===== config.mk =====
export PLATFORM = sky130hd
export DESIGN_NAME = icache_flat
export DESIGN_NICKNAME = d
export VERILOG_FILES = /design/src/rtl/icache_if.sv /design/src/rtl/icache.sv /design/src/flat_wrapper.sv
export SDC_FILE = /design/constraint.sdc
export NUM_CORES = 1
export LEC_CHECK = 0
export BUFFER_PORTS_ARGS = -buffer_cell sky130_fd_sc_hd__buf_2
export CORE_MARGIN = 5
export CORE_UTILIZATION = 28
export CTS_CLUSTER_SIZE = 30
export DETAILED_ROUTE_END_ITERATION = 12
export GPL_TIMING_DRIVEN = 0
export HOLD_SLACK_MARGIN = 0.06
export PLACE_DENSITY_LB_ADDON = 0.25
export SLEW_MARGIN = 40
export SYNTH_ARGS = -nofsm -noshare
export SYNTH_HDL_FRONTEND = slang
export SYNTH_SLANG_ARGS = --single-unit

===== constraint.sdc =====
create_clock -name CLK -period 9.75 [get_ports CLK]
set_input_delay 1.4625 -clock CLK [delete_from_list [all_inputs] [get_ports CLK]]
set_output_delay 1.4625 -clock CLK [all_outputs]
set_load 0.02 [all_outputs]

===== src/rtl/icache_if.sv =====
`default_nettype none
// ============================================================================
// Module   : icache_if
// Purpose  : Fetch-side and memory-side signal bundle of the instruction cache
// Revision : 1.0
// ============================================================================
interface icache_if;
  logic        imemREN;
  logic [31:0] imemaddr;
  logic        ihit;
  logic [31:0] imemload;
  logic        iREN;
  logic [31:0] iaddr;
  logic        iwait;
  logic [31:0] iload;

  // master is the environment: datapath fetch request plus memory responses
  modport master (
    output imemREN, imemaddr, iwait, iload,
    input  ihit, imemload, iREN, iaddr
  );

  modport slave (
    input  imemREN, imemaddr, iwait, iload,
    output ihit, imemload, iREN, iaddr
  );
endinterface
`default_nettype wire


===== src/rtl/icache.sv =====
`default_nettype none
// ============================================================================
// Module   : icache
// Purpose  : Direct-mapped read-only instruction cache, blocking single-word
//            fill. Define ICACHE_STATS_EN to build the hit/miss counters.
// Revision : 1.0
// ============================================================================
module icache #(
  parameter int NSETS = 16
) (
  input  logic        CLK,
  input  logic        nRST,
  icache_if.slave     bus,
  output logic [31:0] hit_count,
  output logic [31:0] miss_count
);
  localparam int IDX = $clog2(NSETS);
  localparam int TAG = 30 - IDX;

  typedef enum logic [0:0] {
    IDLE  = 1'b0,
    FETCH = 1'b1
  } state_e;

  state_e           state_q;
  logic [31:2]      fill_addr_q;
  logic             iren_q;
  logic [31:0]      iaddr_q;
  logic [NSETS-1:0] valid_q;
  logic [TAG-1:0]   tag_q  [NSETS];
  logic [31:0]      data_q [NSETS];

  logic [IDX-1:0]   req_idx;
  logic [IDX-1:0]   fill_idx;
  logic [TAG-1:0]   req_tag;
  logic [TAG-1:0]   fill_tag;
  logic             hit;
  logic             miss_start;
  logic             fill_done;
  logic             unused_addr_lsb;

  assign req_idx  = bus.imemaddr[IDX+1:2];
  assign req_tag  = bus.imemaddr[31:IDX+2];
  assign fill_idx = fill_addr_q[IDX+1:2];
  assign fill_tag = fill_addr_q[31:IDX+2];

  assign unused_addr_lsb = ^bus.imemaddr[1:0];

  assign hit        = (state_q == IDLE) && bus.imemREN && valid_q[req_idx] &&
                      (tag_q[req_idx] == req_tag);
  assign miss_start = (state_q == IDLE) && bus.imemREN && !hit;
  assign fill_done  = (state_q == FETCH) && !bus.iwait;

  always_ff @(posedge CLK or negedge nRST) begin
    if (!nRST) begin
      state_q     <= IDLE;
      fill_addr_q <= '0;
      iren_q      <= 1'b0;
      iaddr_q     <= '0;
      valid_q     <= '0;
    end else begin
      case (state_q)
        IDLE: begin
          if (miss_start) begin
            state_q     <= FETCH;
            fill_addr_q <= bus.imemaddr[31:2];
            iren_q      <= 1'b1;
            iaddr_q     <= {bus.imemaddr[31:2], 2'b00};
          end
        end
        FETCH: begin
          // the fill finishes regardless of what the fetch side does meanwhile
          if (!bus.iwait) begin
            state_q           <= IDLE;
            iren_q            <= 1'b0;
            iaddr_q           <= '0;
            valid_q[fill_idx] <= 1'b1;
          end
        end
        default: state_q <= IDLE;
      endcase
    end
  end

  // Frame payload needs no reset: valid_q gates every read of it.
  always_ff @(posedge CLK) begin
    if (fill_done) begin
      data_q[fill_idx] <= bus.iload;
      tag_q[fill_idx]  <= fill_tag;
    end
  end

  assign bus.ihit     = hit;
  assign bus.imemload = hit ? data_q[req_idx] : 32'h0;
  assign bus.iREN     = iren_q;
  assign bus.iaddr    = iaddr_q;

`ifdef ICACHE_STATS_EN
  logic [31:0] hit_count_q;
  logic [31:0] hit_count_d;
  logic [31:0] miss_count_q;
  logic [31:0] miss_count_d;

  always_comb begin
    hit_count_d  = hit_count_q  + {31'd0, hit};
    miss_count_d = miss_count_q + {31'd0, miss_start};
  end

  always_ff @(posedge CLK or negedge nRST) begin
    if (!nRST) begin
      hit_count_q  <= '0;
      miss_count_q <= '0;
    end else begin
      hit_count_q  <= hit_count_d;
      miss_count_q <= miss_count_d;
    end
  end

  assign hit_count  = hit_count_q;
  assign miss_count = miss_count_q;
`else
  assign hit_count  = '0;
  assign miss_count = '0;
`endif
endmodule
`default_nettype wire


===== src/flat_wrapper.sv =====
// flat-port wrapper written by rule: the top's interface ports become plain ports
module icache_flat 
#(
  parameter int NSETS = 16
)
  (CLK, nRST, hit_count, miss_count, bus_imemREN, bus_imemaddr, bus_iwait, bus_iload, bus_ihit, bus_imemload, bus_iREN, bus_iaddr);
  icache_if bus_i ();
  input  logic CLK;
  input  logic nRST;
  output logic [31:0] hit_count;
  output logic [31:0] miss_count;
  input wire logic [$bits(bus_i.imemREN)-1:0] bus_imemREN;
  input wire logic [$bits(bus_i.imemaddr)-1:0] bus_imemaddr;
  input wire logic [$bits(bus_i.iwait)-1:0] bus_iwait;
  input wire logic [$bits(bus_i.iload)-1:0] bus_iload;
  output wire logic [$bits(bus_i.ihit)-1:0] bus_ihit;
  output wire logic [$bits(bus_i.imemload)-1:0] bus_imemload;
  output wire logic [$bits(bus_i.iREN)-1:0] bus_iREN;
  output wire logic [$bits(bus_i.iaddr)-1:0] bus_iaddr;
  assign bus_i.imemREN = bus_imemREN;
  assign bus_i.imemaddr = bus_imemaddr;
  assign bus_i.iwait = bus_iwait;
  assign bus_i.iload = bus_iload;
  assign bus_ihit = bus_i.ihit;
  assign bus_imemload = bus_i.imemload;
  assign bus_iREN = bus_i.iREN;
  assign bus_iaddr = bus_i.iaddr;
  icache #(.NSETS(NSETS)) u_core (.CLK(CLK), .nRST(nRST), .bus(bus_i), .hit_count(hit_count), .miss_count(miss_count));
endmodule

==> impl_metrics.csv <==
group,metric,value,unit
timing,slew_headroom,45.5,%
timing,drv_slew,0,
power,power.density,205,nW/µm²
layout,seqCellArea,29800,µm²
timing,fin_crit_sh,74.4,%
logic_synthesis,netlist_top_cells_area,"edfxtp_1, mux4_2, dfrtp_1",
floorplan,fp-row-count,138,
placed_design,gp_congestion,0.724,
global_routing,antenna_found_initial,16,
cts,cts_tree,"built",
logic_synthesis,synth_area,39600,µm²
floorplan,dieArea,149000,µm²
layout,areaGrowthSynthToFinish,22.7,%
cts,cts_made_buffers,104,
power,p_switching,2.33,mW
detailed_routing,first_iter_violations,1855,
global_routing,track_usage,14.5,%
cts,cts_hold_buf,0,
cts,cts_root_buffer,"clkbuf_16",
layout,nFillCells,13184,
logic_synthesis,avgSynthCellArea,22.1,µm²
logic_synthesis,ys_types,53,
floorplan,fp.dieH,386,µm
cts,clk_pin_slew,0.06,ns
power,clkPwrFrac,39.7,%
worst_setup_path,cp.arrival,5.79,ns
worst_setup_path,cp.required,8.29,ns
cts,htree_levels,3,
floorplan,coreArea,141000,µm²
power,combPwrFrac,8.5,%
timing,setup_viol,0,
global_routing,grt_remaining_overflow,0,
global_routing,grt_pass1_wl,153000,µm
layout,final_nets,2293,
placed_design,dpl_cell_area,45100,µm²
layout,multiInputGateArea,8950,µm²
placed_design,portBuffers,123,
power,power_leakage,16.7,nW
cts,numClockSinks,1006,
timing,hold_viol,0,
global_routing,grt_max_degree,44,
timing,rsz0062_at_grt,"no",
worst_setup_path,critPathKind,"input pin to output pin",
power,seqPwrFrac,51.8,%
worst_setup_path,critPathCaptureType,"output pin",
detailed_routing,drt_pass1_iterations,5,
detailed_routing,via_count,19503,
logic_synthesis,synth-seq-area-share,75.3,%
logic_synthesis,ys_ff_latch,1006,
detailed_routing,drc,0,
global_routing,grt_pass1_vias,20200,
timing,whs,0.472,ns
placed_design,dp_hpwl,75000,µm
logic_synthesis,syn_inst,1793,
floorplan,die_x,386,µm
detailed_routing,wl_per_cell,25.9,µm
power,internal_power,7.63,mW
power,switching_share,23.4,%
worst_setup_path,cp-start-kind,"input pin",
timing,worstMarginPinSlew,0.818,ns
power,ir_drop,0.142,mV
detailed_routing,vias_per_cell,4.63,
timing,tns,0,ns
detailed_routing,wirelength,109000,µm
timing,fin_crit,7.25,ns
logic_synthesis,ys_warn_count,0,
layout,finish.instance_area,48600,µm²
outcome,status,"complete, no violations",
cts,cts_resized,0,
job,maxCapViolations,0,
min_path,hp-class,"register to register",
cts,clock_path_buffers,3,
floorplan,initial_core_util,28.1,%
cts,clk-insertion-delay-late,0.70,ns
timing,fin_skew,0.0282,ns
logic_synthesis,synth_top_area_share,70.4,%
layout,fin_cells,4211,
worst_setup_path,worstPathMaxFanout,10,
placed_design,placed_cells,4007,
detailed_routing,postRouteAntennaNets,0,
logic_synthesis,yosys.area.top_type,"edfxtp_1",
timing,fmax,0.138,GHz
cts,post_cts_buffers,0,
floorplan,num_io_pins,198,
layout,drive_gt1_share,38.0,%
==> flip-flops by register name, indices dropped and copies added, names as in the netlist <==
register,flops
u_core.state_q,1
u_core.tag_q,416
u_core.bus.iREN,1
u_core.valid_q,16
u_core.data_q,512
u_core.bus.iaddr,30
u_core.fill_addr_q,30
==> area by class of cell <==
class	count	area share [%]
Antenna cell	4	0.0206
Inverter	31	0.240
Sequential cell	1006	61.4
Timing Repair Buffer	261	5.79
Multi-Input combinational cell	667	18.4
Buffer	154	2.25
Clock inverter	69	1.40
Tap cell	1890	4.87
Clock buffer	129	5.59
==> cells in the final DEF (no fill, tap or decap), types with 16 or more instances in the layout <==
cell         n
inv_1       29
clkinv_2    25
nand2_1     43
buf_8       34
clkinv_1    22
buf_4      111
mux2_4      28
clkbuf_1    37
mux2i_1     92
dfrtp_1     78
or2_2       16
buf_6       17
buf_16      48
clkbuf_16  104
nor2b_1     37
conb_1      66
mux4_2     257
buf_2      171
xnor2_1     33
edfxtp_1   928
==> layer usage <==
layer / vias to the layer above / wire [µm] / track usage (%)
met3: 144 / 6860 / 2.67
li1: 8127 / - / -
met5: - / 34 / 0
met2: 709 / 53500 / 24.3
met1: 10517 / 46700 / 19.7
met4: 6 / 2030 / 2.98
==> critical path: stages <==
cell,delay (ns)
buf_2,0.18
buf_2,0.34
buf_2,0.40
buf_2,0.45
mux2i_1,0.28
mux2i_1,0.18
xnor2_1,0.18
nor4_1,0.28
and4_1,0.31
nand3_1,0.43
clkbuf_1,0.47
nor2b_1,0.52
buf_2,0.26
==> final timing paths <==
check / end / slack, ns / depth (start not counted) / start
max in group asynchronous: u_core.fill_addr_q[18] / 8.50 / 2 / nRST
min in group asynchronous: u_core.bus.iaddr[22] / 0.65 / 1 / nRST
hold reg to reg: u_core.valid_q[4] / 0.47 / 1 / u_core.valid_q[4]
hold / removal: u_core.valid_q[4] / 0.47 / 1 / u_core.valid_q[4]
setup / recovery: bus_imemload[4] / 2.50 / 13 / bus_imemaddr[5]
setup reg to reg: u_core.fill_addr_q[29] / 6.37 / 9 / u_core.tag_q[4][12]
==> synthesized netlist by cell type, drive strengths merged <==
master / count
a2111oi: 1
a211oi: 1
a21oi: 8
a221oi: 2
a22o: 2
a22oi: 9
a31o: 3
a31oi: 1
a41o: 1
a41oi: 1
and2: 3
and4: 1
and4b: 1
buf: 125
clkbuf: 29
clkinv: 1
conb: 1
dfrtp: 78
edfxtp: 928
inv: 30
mux2: 33
mux2i: 92
mux4: 260
nand2: 43
nand2b: 5
nand3: 4
nand4: 3
nand4b: 1
nor2: 22
nor2b: 37
nor3: 5
nor4: 3
o2111a: 1
o2111ai: 1
o211ai: 1
o21ai: 2
o22ai: 1
o31a: 1
o31ai: 1
or2: 16
or3: 1
xnor2: 34
==> kinds of logic (layout without fill, tap and decap cells) <==
kind of cell              Yosys count  after routing  share of synthesized area [%]
AOI/OAI and AO/OA                  37             37                          0.695
other                               1             70                        0.00947
DFF                              1006           1006                           75.3
buffers and inverters             185            644                           2.99
muxes                             385            385                           18.3
xor gates and xnor gates           34             34                          0.771
and+or+nand+nor                   145            145                           1.87
==> power groups by stage <==
stage | registers (mW) | logic [mW] | clock network, mW
2_1_floorplan | 5.23 | 0.474 | 0
3_3_place_gp | 5.25 | 0.769 | 0
3_5_place_dp | 5.25 | 0.855 | 0
4_1_cts | 5.16 | 0.859 | 4.06
5_1_grt | 5.18 | 0.897 | 4.25
6_report | 5.16 | 0.843 | 3.96
==> metrics by stage <==
step | util [%] | worst slack, ns | total power [mW]
after global routing | 34.4 | 2.24 | 10.3
after detailed placement | 32.0 | 2.25 | 6.11
final | 34.4 | 2.50 | 9.96
after CTS | 34.4 | 2.23 | 10.1
after global placement | 30.4 | -4.21 | 6.02
after floorplan | - | 3.11 | 5.70
No activity file was read; power rests on OpenSTA's default activity.
